### config.mk
export PLATFORM = sky130hd
export DESIGN_NAME = axi4lite_write_issuer_flat
export DESIGN_NICKNAME = d
export VERILOG_FILES = /design/src/rtl/axi4lite_write_issuer_if.sv /design/src/rtl/axi4lite_write_issuer.sv /design/src/flat_wrapper.sv
export SDC_FILE = /design/constraint.sdc
export NUM_CORES = 1
export LEC_CHECK = 0
export ABC_AREA = 1
export CORE_MARGIN = 2
export CORE_UTILIZATION = 40
export DETAILED_ROUTE_END_ITERATION = 16
export GPL_TIMING_DRIVEN = 0
export PLACE_DENSITY = 0.81
export SLEW_MARGIN = 20
export SYNTH_ARGS = -nofsm -noshare
export SYNTH_HDL_FRONTEND = slang
export SYNTH_SLANG_ARGS = --single-unit
### constraint.sdc
create_clock -name clk -period 1.75 [get_ports clk]
set_input_delay 0.525 -clock clk [delete_from_list [all_inputs] [get_ports clk]]
set_output_delay 0.525 -clock clk [all_outputs]
set_load 0.01 [all_outputs]
### src/rtl/axi4lite_write_issuer_if.sv
// ---------------------------------------------------------------------------
// axi4lite_write_issuer_if
//   Bundles the bus-side signals of the AXI4 -> AXI4-Lite write issuer.
//   Groups:
//     cmd_*    : per-beat address packet from the AW conversion FIFO
//     wr_*     : AXI4 W beats
//     m_aw_*   : AXI4-Lite AW channel (issuer is master)
//     m_w_*    : AXI4-Lite W channel
//     m_b_*    : AXI4-Lite B channel
//     s_b_*    : merged AXI4 B response back to the AXI4 master
//     last_err : sticky cmd_last / wr_last disagreement flag
//   Modports:
//     master : the issuer itself
//     slave  : the surrounding environment (FIFO, W source, Lite slave, B sink)
// ---------------------------------------------------------------------------
interface axi4lite_write_issuer_if #(
  parameter int axi4_id_size   = 5,
  parameter int axi4_addr_size = 32,
  parameter int axi4_data_size = 64
);
  localparam int STRB_W = axi4_data_size / 8;

  logic                      cmd_valid;
  logic                      cmd_ready;
  logic [axi4_addr_size-1:0] cmd_addr;
  logic [axi4_id_size-1:0]   cmd_id;
  logic [2:0]                cmd_prot;
  logic                      cmd_last;

  logic                      wr_valid;
  logic                      wr_ready;
  logic [axi4_data_size-1:0] wr_data;
  logic [STRB_W-1:0]         wr_strb;
  logic                      wr_last;

  logic                      m_aw_valid;
  logic                      m_aw_ready;
  logic [axi4_addr_size-1:0] m_aw_addr;
  logic [2:0]                m_aw_prot;

  logic                      m_w_valid;
  logic                      m_w_ready;
  logic [axi4_data_size-1:0] m_w_data;
  logic [STRB_W-1:0]         m_w_strb;

  logic                      m_b_valid;
  logic                      m_b_ready;
  logic [1:0]                m_b_resp;

  logic                      s_b_valid;
  logic                      s_b_ready;
  logic [axi4_id_size-1:0]   s_b_id;
  logic [1:0]                s_b_resp;

  logic                      last_err;

  modport master (
    input  cmd_valid, cmd_addr, cmd_id, cmd_prot, cmd_last,
    output cmd_ready,
    input  wr_valid, wr_data, wr_strb, wr_last,
    output wr_ready,
    output m_aw_valid, m_aw_addr, m_aw_prot,
    input  m_aw_ready,
    output m_w_valid, m_w_data, m_w_strb,
    input  m_w_ready,
    input  m_b_valid, m_b_resp,
    output m_b_ready,
    output s_b_valid, s_b_id, s_b_resp,
    input  s_b_ready,
    output last_err
  );

  modport slave (
    output cmd_valid, cmd_addr, cmd_id, cmd_prot, cmd_last,
    input  cmd_ready,
    output wr_valid, wr_data, wr_strb, wr_last,
    input  wr_ready,
    input  m_aw_valid, m_aw_addr, m_aw_prot,
    output m_aw_ready,
    input  m_w_valid, m_w_data, m_w_strb,
    output m_w_ready,
    output m_b_valid, m_b_resp,
    input  m_b_ready,
    input  s_b_valid, s_b_id, s_b_resp,
    output s_b_ready,
    input  last_err
  );
endinterface

### src/rtl/axi4lite_write_issuer.sv
// ---------------------------------------------------------------------------
// axi4lite_write_issuer
//   Write-path back end of the AXI4 -> AXI4-Lite bridge. For every beat it
//   pairs one address packet with one AXI4 W beat, issues a single AXI4-Lite
//   AW + W transfer, collects the Lite B response and folds it into a burst
//   accumulator. After the beat flagged cmd_last it returns one merged AXI4 B
//   response carrying the burst ID.
//   Ports:
//     clk  : clock
//     rstn : synchronous active-low reset
//     bus  : axi4lite_write_issuer_if.master (cmd, wr, m_aw, m_w, m_b, s_b,
//            last_err)
//   All outputs come straight from registers or are decoded from the state
//   register and flag registers; no input reaches a valid/ready output
//   combinationally.
// ---------------------------------------------------------------------------
module axi4lite_write_issuer #(
  parameter int axi4_id_size   = 5,
  parameter int axi4_addr_size = 32,
  parameter int axi4_data_size = 64
) (
  input  logic                    clk,
  input  logic                    rstn,
  axi4lite_write_issuer_if.master bus
);
  localparam int STRB_W = axi4_data_size / 8;

  typedef enum logic [1:0] {
    S_IDLE   = 2'd0,
    S_ISSUE  = 2'd1,
    S_WAIT_B = 2'd2,
    S_SEND_B = 2'd3
  } state_t;

  state_t r_state;
  state_t w_state_nxt;

  // Held / done flags and run qualifier
  logic r_run;
  logic r_cmd_held;
  logic r_w_held;
  logic r_aw_done;
  logic r_w_done;
  logic r_last_err;

  // Latched beat payload
  logic [axi4_addr_size-1:0] r_addr;
  logic [2:0]                r_prot;
  logic [axi4_id_size-1:0]   r_id;
  logic                      r_cmd_last;
  logic [axi4_data_size-1:0] r_data;
  logic [STRB_W-1:0]         r_strb;
  logic                      r_wr_last;
  logic [1:0]                r_resp_acc;

  // Decoded outputs
  logic                      w_cmd_ready;
  logic                      w_wr_ready;
  logic                      w_m_aw_valid;
  logic                      w_m_w_valid;
  logic                      w_m_b_ready;
  logic                      w_s_b_valid;
  logic [axi4_id_size-1:0]   w_s_b_id;
  logic [1:0]                w_s_b_resp;

  // Handshakes and derived terms
  logic w_cmd_hs;
  logic w_wr_hs;
  logic w_aw_hs;
  logic w_w_hs;
  logic w_b_hs;
  logic w_sb_hs;
  logic w_cmd_have;
  logic w_w_have;
  logic w_cmd_last_eff;
  logic w_wr_last_eff;

  // Merge a Lite response into the burst accumulator. EXOKAY folds to OKAY;
  // with the remaining codes 0/2/3 the priority order equals numeric order.
  function automatic logic [1:0] resp_merge(input logic [1:0] acc, input logic [1:0] resp);
    logic [1:0] norm;
    norm = (resp == 2'b01) ? 2'b00 : resp;
    resp_merge = (norm > acc) ? norm : acc;
  endfunction

  assign w_cmd_hs   = bus.cmd_valid & w_cmd_ready;
  assign w_wr_hs    = bus.wr_valid & w_wr_ready;
  assign w_aw_hs    = w_m_aw_valid & bus.m_aw_ready;
  assign w_w_hs     = w_m_w_valid & bus.m_w_ready;
  assign w_b_hs     = w_m_b_ready & bus.m_b_valid;
  assign w_sb_hs    = w_s_b_valid & bus.s_b_ready;
  assign w_cmd_have = r_cmd_held | w_cmd_hs;
  assign w_w_have   = r_w_held | w_wr_hs;

  // Last flags as they will be latched when ISSUE is entered; a packet
  // accepted in the same cycle has not reached its register yet.
  assign w_cmd_last_eff = w_cmd_hs ? bus.cmd_last : r_cmd_last;
  assign w_wr_last_eff  = w_wr_hs ? bus.wr_last : r_wr_last;

  // State register
  always_ff @(posedge clk) begin
    if (!rstn) begin
      r_state <= S_IDLE;
    end else begin
      r_state <= w_state_nxt;
    end
  end

  // Next-state logic
  always_comb begin
    w_state_nxt = r_state;
    case (r_state)
      S_IDLE: begin
        if (w_cmd_have && w_w_have) begin
          w_state_nxt = S_ISSUE;
        end else begin
          w_state_nxt = S_IDLE;
        end
      end
      S_ISSUE: begin
        if ((r_aw_done || w_aw_hs) && (r_w_done || w_w_hs)) begin
          w_state_nxt = S_WAIT_B;
        end else begin
          w_state_nxt = S_ISSUE;
        end
      end
      S_WAIT_B: begin
        if (w_b_hs) begin
          w_state_nxt = r_cmd_last ? S_SEND_B : S_IDLE;
        end else begin
          w_state_nxt = S_WAIT_B;
        end
      end
      S_SEND_B: begin
        if (w_sb_hs) begin
          w_state_nxt = S_IDLE;
        end else begin
          w_state_nxt = S_SEND_B;
        end
      end
      default: begin
        w_state_nxt = S_IDLE;
      end
    endcase
  end

  // Output decode from state and flag registers
  always_comb begin
    w_cmd_ready  = 1'b0;
    w_wr_ready   = 1'b0;
    w_m_aw_valid = 1'b0;
    w_m_w_valid  = 1'b0;
    w_m_b_ready  = 1'b0;
    w_s_b_valid  = 1'b0;
    w_s_b_id     = {axi4_id_size{1'b0}};
    w_s_b_resp   = 2'b00;
    case (r_state)
      S_IDLE: begin
        // r_run keeps the readies low while reset is applied
        w_cmd_ready = r_run & ~r_cmd_held;
        w_wr_ready  = r_run & ~r_w_held;
      end
      S_ISSUE: begin
        w_m_aw_valid = ~r_aw_done;
        w_m_w_valid  = ~r_w_done;
      end
      S_WAIT_B: begin
        w_m_b_ready = 1'b1;
      end
      S_SEND_B: begin
        w_s_b_valid = 1'b1;
        w_s_b_id    = r_id;
        w_s_b_resp  = r_resp_acc;
      end
      default: begin
        w_cmd_ready = 1'b0;
      end
    endcase
  end

  // Payload capture, handshake bookkeeping and response accumulation
  always_ff @(posedge clk) begin
    if (!rstn) begin
      r_run      <= 1'b0;
      r_cmd_held <= 1'b0;
      r_w_held   <= 1'b0;
      r_aw_done  <= 1'b0;
      r_w_done   <= 1'b0;
      r_last_err <= 1'b0;
      r_addr     <= {axi4_addr_size{1'b0}};
      r_prot     <= 3'b000;
      r_id       <= {axi4_id_size{1'b0}};
      r_cmd_last <= 1'b0;
      r_data     <= {axi4_data_size{1'b0}};
      r_strb     <= {STRB_W{1'b0}};
      r_wr_last  <= 1'b0;
      r_resp_acc <= 2'b00;
    end else begin
      r_run <= 1'b1;
      case (r_state)
        S_IDLE: begin
          if (w_cmd_hs) begin
            r_addr     <= bus.cmd_addr;
            r_prot     <= bus.cmd_prot;
            r_id       <= bus.cmd_id;
            r_cmd_last <= bus.cmd_last;
            r_cmd_held <= 1'b1;
          end
          if (w_wr_hs) begin
            r_data    <= bus.wr_data;
            r_strb    <= bus.wr_strb;
            r_wr_last <= bus.wr_last;
            r_w_held  <= 1'b1;
          end
          // Leaving for ISSUE: drop held flags (overrides the sets above)
          if (w_state_nxt == S_ISSUE) begin
            r_cmd_held <= 1'b0;
            r_w_held   <= 1'b0;
            if (w_cmd_last_eff != w_wr_last_eff) begin
              r_last_err <= 1'b1;
            end
          end
        end
        S_ISSUE: begin
          if (w_aw_hs) begin
            r_aw_done <= 1'b1;
          end
          if (w_w_hs) begin
            r_w_done <= 1'b1;
          end
          if (w_state_nxt == S_WAIT_B) begin
            r_aw_done <= 1'b0;
            r_w_done  <= 1'b0;
          end
        end
        S_WAIT_B: begin
          if (w_b_hs) begin
            r_resp_acc <= resp_merge(r_resp_acc, bus.m_b_resp);
          end
        end
        S_SEND_B: begin
          if (w_sb_hs) begin
            r_resp_acc <= 2'b00;
          end
        end
        default: begin
          r_run <= 1'b1;
        end
      endcase
    end
  end

  assign bus.cmd_ready  = w_cmd_ready;
  assign bus.wr_ready   = w_wr_ready;
  assign bus.m_aw_valid = w_m_aw_valid;
  assign bus.m_aw_addr  = r_addr;
  assign bus.m_aw_prot  = r_prot;
  assign bus.m_w_valid  = w_m_w_valid;
  assign bus.m_w_data   = r_data;
  assign bus.m_w_strb   = r_strb;
  assign bus.m_b_ready  = w_m_b_ready;
  assign bus.s_b_valid  = w_s_b_valid;
  assign bus.s_b_id     = w_s_b_id;
  assign bus.s_b_resp   = w_s_b_resp;
  assign bus.last_err   = r_last_err;

endmodule

### src/flat_wrapper.sv
// flat-port wrapper written by rule: the top's interface ports become plain ports
module axi4lite_write_issuer_flat 
#(
  parameter int axi4_id_size   = 5,
  parameter int axi4_addr_size = 32,
  parameter int axi4_data_size = 64
)
  (clk, rstn, bus_cmd_valid, bus_cmd_addr, bus_cmd_id, bus_cmd_prot, bus_cmd_last, bus_cmd_ready, bus_wr_valid, bus_wr_data, bus_wr_strb, bus_wr_last, bus_wr_ready, bus_m_aw_valid, bus_m_aw_addr, bus_m_aw_prot, bus_m_aw_ready, bus_m_w_valid, bus_m_w_data, bus_m_w_strb, bus_m_w_ready, bus_m_b_valid, bus_m_b_resp, bus_m_b_ready, bus_s_b_valid, bus_s_b_id, bus_s_b_resp, bus_s_b_ready, bus_last_err);
  axi4lite_write_issuer_if #(.axi4_id_size(axi4_id_size), .axi4_addr_size(axi4_addr_size), .axi4_data_size(axi4_data_size)) bus_i ();
  input  logic clk;
  input  logic rstn;
  input wire logic [$bits(bus_i.cmd_valid)-1:0] bus_cmd_valid;
  input wire logic [$bits(bus_i.cmd_addr)-1:0] bus_cmd_addr;
  input wire logic [$bits(bus_i.cmd_id)-1:0] bus_cmd_id;
  input wire logic [$bits(bus_i.cmd_prot)-1:0] bus_cmd_prot;
  input wire logic [$bits(bus_i.cmd_last)-1:0] bus_cmd_last;
  output wire logic [$bits(bus_i.cmd_ready)-1:0] bus_cmd_ready;
  input wire logic [$bits(bus_i.wr_valid)-1:0] bus_wr_valid;
  input wire logic [$bits(bus_i.wr_data)-1:0] bus_wr_data;
  input wire logic [$bits(bus_i.wr_strb)-1:0] bus_wr_strb;
  input wire logic [$bits(bus_i.wr_last)-1:0] bus_wr_last;
  output wire logic [$bits(bus_i.wr_ready)-1:0] bus_wr_ready;
  output wire logic [$bits(bus_i.m_aw_valid)-1:0] bus_m_aw_valid;
  output wire logic [$bits(bus_i.m_aw_addr)-1:0] bus_m_aw_addr;
  output wire logic [$bits(bus_i.m_aw_prot)-1:0] bus_m_aw_prot;
  input wire logic [$bits(bus_i.m_aw_ready)-1:0] bus_m_aw_ready;
  output wire logic [$bits(bus_i.m_w_valid)-1:0] bus_m_w_valid;
  output wire logic [$bits(bus_i.m_w_data)-1:0] bus_m_w_data;
  output wire logic [$bits(bus_i.m_w_strb)-1:0] bus_m_w_strb;
  input wire logic [$bits(bus_i.m_w_ready)-1:0] bus_m_w_ready;
  input wire logic [$bits(bus_i.m_b_valid)-1:0] bus_m_b_valid;
  input wire logic [$bits(bus_i.m_b_resp)-1:0] bus_m_b_resp;
  output wire logic [$bits(bus_i.m_b_ready)-1:0] bus_m_b_ready;
  output wire logic [$bits(bus_i.s_b_valid)-1:0] bus_s_b_valid;
  output wire logic [$bits(bus_i.s_b_id)-1:0] bus_s_b_id;
  output wire logic [$bits(bus_i.s_b_resp)-1:0] bus_s_b_resp;
  input wire logic [$bits(bus_i.s_b_ready)-1:0] bus_s_b_ready;
  output wire logic [$bits(bus_i.last_err)-1:0] bus_last_err;
  assign bus_i.cmd_valid = bus_cmd_valid;
  assign bus_i.cmd_addr = bus_cmd_addr;
  assign bus_i.cmd_id = bus_cmd_id;
  assign bus_i.cmd_prot = bus_cmd_prot;
  assign bus_i.cmd_last = bus_cmd_last;
  assign bus_cmd_ready = bus_i.cmd_ready;
  assign bus_i.wr_valid = bus_wr_valid;
  assign bus_i.wr_data = bus_wr_data;
  assign bus_i.wr_strb = bus_wr_strb;
  assign bus_i.wr_last = bus_wr_last;
  assign bus_wr_ready = bus_i.wr_ready;
  assign bus_m_aw_valid = bus_i.m_aw_valid;
  assign bus_m_aw_addr = bus_i.m_aw_addr;
  assign bus_m_aw_prot = bus_i.m_aw_prot;
  assign bus_i.m_aw_ready = bus_m_aw_ready;
  assign bus_m_w_valid = bus_i.m_w_valid;
  assign bus_m_w_data = bus_i.m_w_data;
  assign bus_m_w_strb = bus_i.m_w_strb;
  assign bus_i.m_w_ready = bus_m_w_ready;
  assign bus_i.m_b_valid = bus_m_b_valid;
  assign bus_i.m_b_resp = bus_m_b_resp;
  assign bus_m_b_ready = bus_i.m_b_ready;
  assign bus_s_b_valid = bus_i.s_b_valid;
  assign bus_s_b_id = bus_i.s_b_id;
  assign bus_s_b_resp = bus_i.s_b_resp;
  assign bus_i.s_b_ready = bus_s_b_ready;
  assign bus_last_err = bus_i.last_err;
  axi4lite_write_issuer #(.axi4_id_size(axi4_id_size), .axi4_addr_size(axi4_addr_size), .axi4_data_size(axi4_data_size)) u_core (.clk(clk), .rstn(rstn), .bus(bus_i));
endmodule
==> metrics.txt <==
combinational power share 16.7%; net count after synthesis 724; per-cell via count in the routed design 4.73; TritonCTS clock tree done; endpoint with the worst hold slack u_core.bus.m_w_data[25]; share of post-route cells with drive strength above 1 10.4%; Crit path required time 1.22 ns; count of cells along the worst hold path 2; worst-case setup margin in the final layout -0.0244 ns; critical path peak fanout 5; routability congestion estimate from global placement 0.796; IR Drop Worst-Case VDD 0.767 mV; data arrival time at the worst-slack endpoint 1.25 ns; net switching power 1.86 mW; Syn Inst Count 598; Remaining DRCs 0; number of distinct library cells after synthesis 24; Post-CTS Hold Fix Bufs 0; I/O pin count 245; total setup violations reported at the end of the flow 2; DIE HEIGHT 112 µm; worst slew pin tran 0.532 ns; total number of yosys warnings 0; leftover overflow at the end of global routing 0; first-iteration detailed-routing DRC count 234; synthesis-to-layout area growth 66.0%; worst r2r dst u_core.bus.m_w_data[12]; average wire length per cell after detail routing 14.5 µm; Core Region 11500 µm²; final core area utilization 68.1%; post-layout minimum cycle time 1.77 ns; clock tree skew after final layout 0.00845 ns; Sum Neg Setup Slack -0.0425 ns; synthesized area per cell 7.87 µm²; count of pins over their slew limit 0; headroom to the max-slew limit 64.6%; detailed-routing iteration count for the pre-antenna-repair pass 6; net total in the final layout 993; internal power 5.65 mW; depth of the worst register-to-register path 6; number of diodes 0; Routed WL 14800 µm; fmax 0.564 GHz; share of total power in sequential cells 41.9%; violations in the final reports setup timing; clock slew seen by the registers of the worst setup and hold paths 0.05 ns; library cell used as clock root buffer sky130_fd_sc_hd__clkbuf_16; number of global-route vias before repair 4671; total power of the final layout 7.51 mW; setup repair after global routing missed its margin yes; path type of the worst setup path flop to output port; number of rows created at floorplan 39; Cell Area, Synth 4710 µm²; die area 12700 µm²; number of buffers created by CTS 17; total number of H-tree levels 4; Antenna Nets Post-Route 0; sequential share of the synthesized area 52.7%; clock latency on the worst-skew pair 0.41 ns; antenna violations before repair 0; net switching share of the total power 24.8%; final critical-path share of the clock period 101%; maximum number of pins on one net before global-route repair 17; run status finished, violations left; all-layer global routing usage 23.1%; vias after detailed routing 4816; max-capacitance violation count 0; static leakage 3.53 nW; power per cell area 961 nW/µm²; half-perimeter wire length of the detailed placement result 10600 µm; type of destination of the critical path output port; effective utilization at floorplan 41.0%; hold slack 0.439 ns; type of the worst min-delay path flop to flop; count of endpoints failing hold in the final timing report 0; wire length of the first global-routing pass 23200 µm; Longest Clk Path Bufs 2; die width 112 µm; flops & latches, synth 124; startpoint type of the worst setup path flop; worst reg2reg setup slack 0.18 ns; final non-filler cell area 7810 µm²; cell area after placement 7330 µm²; Clock power frac 41.4%; count of port buffers added during placement 244; clock sink total 124; Min-Delay Startpoint u_core.bus.m_w_data[25]; reg-to-reg critical path startpoint u_core.r_state[1]
[routing by layer]
layer | global-route usage, % | vias up | share of wire (%)
met1 | 26.6 | 2195 | 41
met2 | 39.3 | 158 | 50
met3 | 8.32 | 18 | 6.8
li1 | - | 2445 | -
met4 | 8.62 | 0 | 1.8
met5 | 0 | - | 0
[cell type report]
| class | instances | area, µm² |
|---|---|---|
| multi-input combinational | 331 | 1630 |
| tap | 143 | 179 |
| inverter | 104 | 390 |
| clock inverter | 2 | 10.0 |
| sequential | 124 | 2490 |
| buffer | 39 | 283 |
| clock buffer | 26 | 509 |
| timing repair buffer | 250 | 2320 |
| fill | 1011 | 3650 |
[worst max path at each step]
| stage | to | from |
|---|---|---|
| 6_report | bus_s_b_id[3] | u_core.r_state[0] |
| 5_1_grt | bus_cmd_ready | u_core.r_state[1] |
| 4_1_cts | bus_s_b_id[2] | u_core.r_state[0] |
| 3_5_place_dp | u_core.r_resp_acc[0] | bus_m_b_resp[1] |
| 3_3_place_gp | u_core.r_resp_acc[0] | bus_m_b_resp[1] |
| 2_1_floorplan | u_core.r_resp_acc[0] | bus_m_b_resp[1] |
[synthesized netlist by cell type, drive strengths merged]
cell | n | area (µm²)
nor3 | 2 | 10.0
buf | 19 | 190
o211ai | 3 | 22.5
nand3 | 6 | 40.0
ha | 2 | 25.0
clkinv | 1 | 3.75
o21ai | 82 | 410
inv | 103 | 387
clkbuf | 20 | 75.1
dfxtp | 124 | 2480
nand4 | 5 | 31.3
and3 | 1 | 6.26
a31oi | 1 | 6.26
a21oi | 118 | 591
nor2 | 20 | 85.1
nand2 | 91 | 342
[flip-flops by register name, summed over array words and instances, names as in the netlist]
name / flops
u_core.r_state: 2
u_core.bus.last_err: 1
u_core.r_wr_last: 1
u_core.r_aw_done: 1
u_core.r_w_held: 1
u_core.r_run: 1
u_core.r_cmd_last: 1
u_core.r_cmd_held: 1
u_core.r_id: 5
u_core.bus.m_w_strb: 8
u_core.r_w_done: 1
u_core.bus.m_w_data: 64
u_core.bus.m_aw_prot: 3
u_core.r_resp_acc: 2
u_core.bus.m_aw_addr: 32
[repair_timing]
item / CTS / global route
gates resized for setup: 175 / 31
buffers inserted: 3 / 2
setup endpoints to repair: 121 / 31
cloned: 1 / 0
pin swaps: 4 / 3
[worst max-delay path, cell delays in order (launching register included)]
cell and delay [ns]:
sky130_fd_sc_hd__dfxtp_4 0.39, sky130_fd_sc_hd__nand2_4 0.09, sky130_fd_sc_hd__buf_8 0.15, sky130_fd_sc_hd__nor2_2 0.08, sky130_fd_sc_hd__buf_2 0.14
[power by group through the flow]
stage               logic [mW]  clock network, mW  registers (mW)
floorplan                0.474                  0            3.29
global placement          1.36                  0            3.20
detailed placement        1.38                  0            3.21
CTS                       1.26               3.14            3.15
global route              1.38               3.30            3.17
finish                    1.25               3.11            3.15
[cells by family after synthesis]
family	share of synthesized area, %
and+or+nand+nor	10.9
AOI/OAI and AO/OA	21.9
buffers and inverters	13.9
adders and majority gates	0.532
DFF	52.7
[per-stage QoR]
| step | instances | setup slack [ns] |
|---|---|---|
| 2_1_floorplan | 598 | 0.267 |
| 6_report | 1019 | -0.0244 |
| 3_3_place_gp | 985 | -0.343 |
| 3_5_place_dp | 985 | -0.370 |
| 5_1_grt | 1019 | -0.0788 |
| 4_1_cts | 1017 | -0.0370 |
[layout by cell type, fill, tap and decap left out, drive strengths merged, types with 2 or more instances in the layout]
cell type and instances:
o211ai 3, inv 103, clkbuf 46, dlygate4sd2 108
o21ai 82, nand4 5, clkinv 3, buf 38
ha 2, a21oi 118, nor3 2, dfxtp 124
nand3 6, clkdlybuf4s50 122, nor2 20, nand2 91
(Power assumes the default switching activity.)
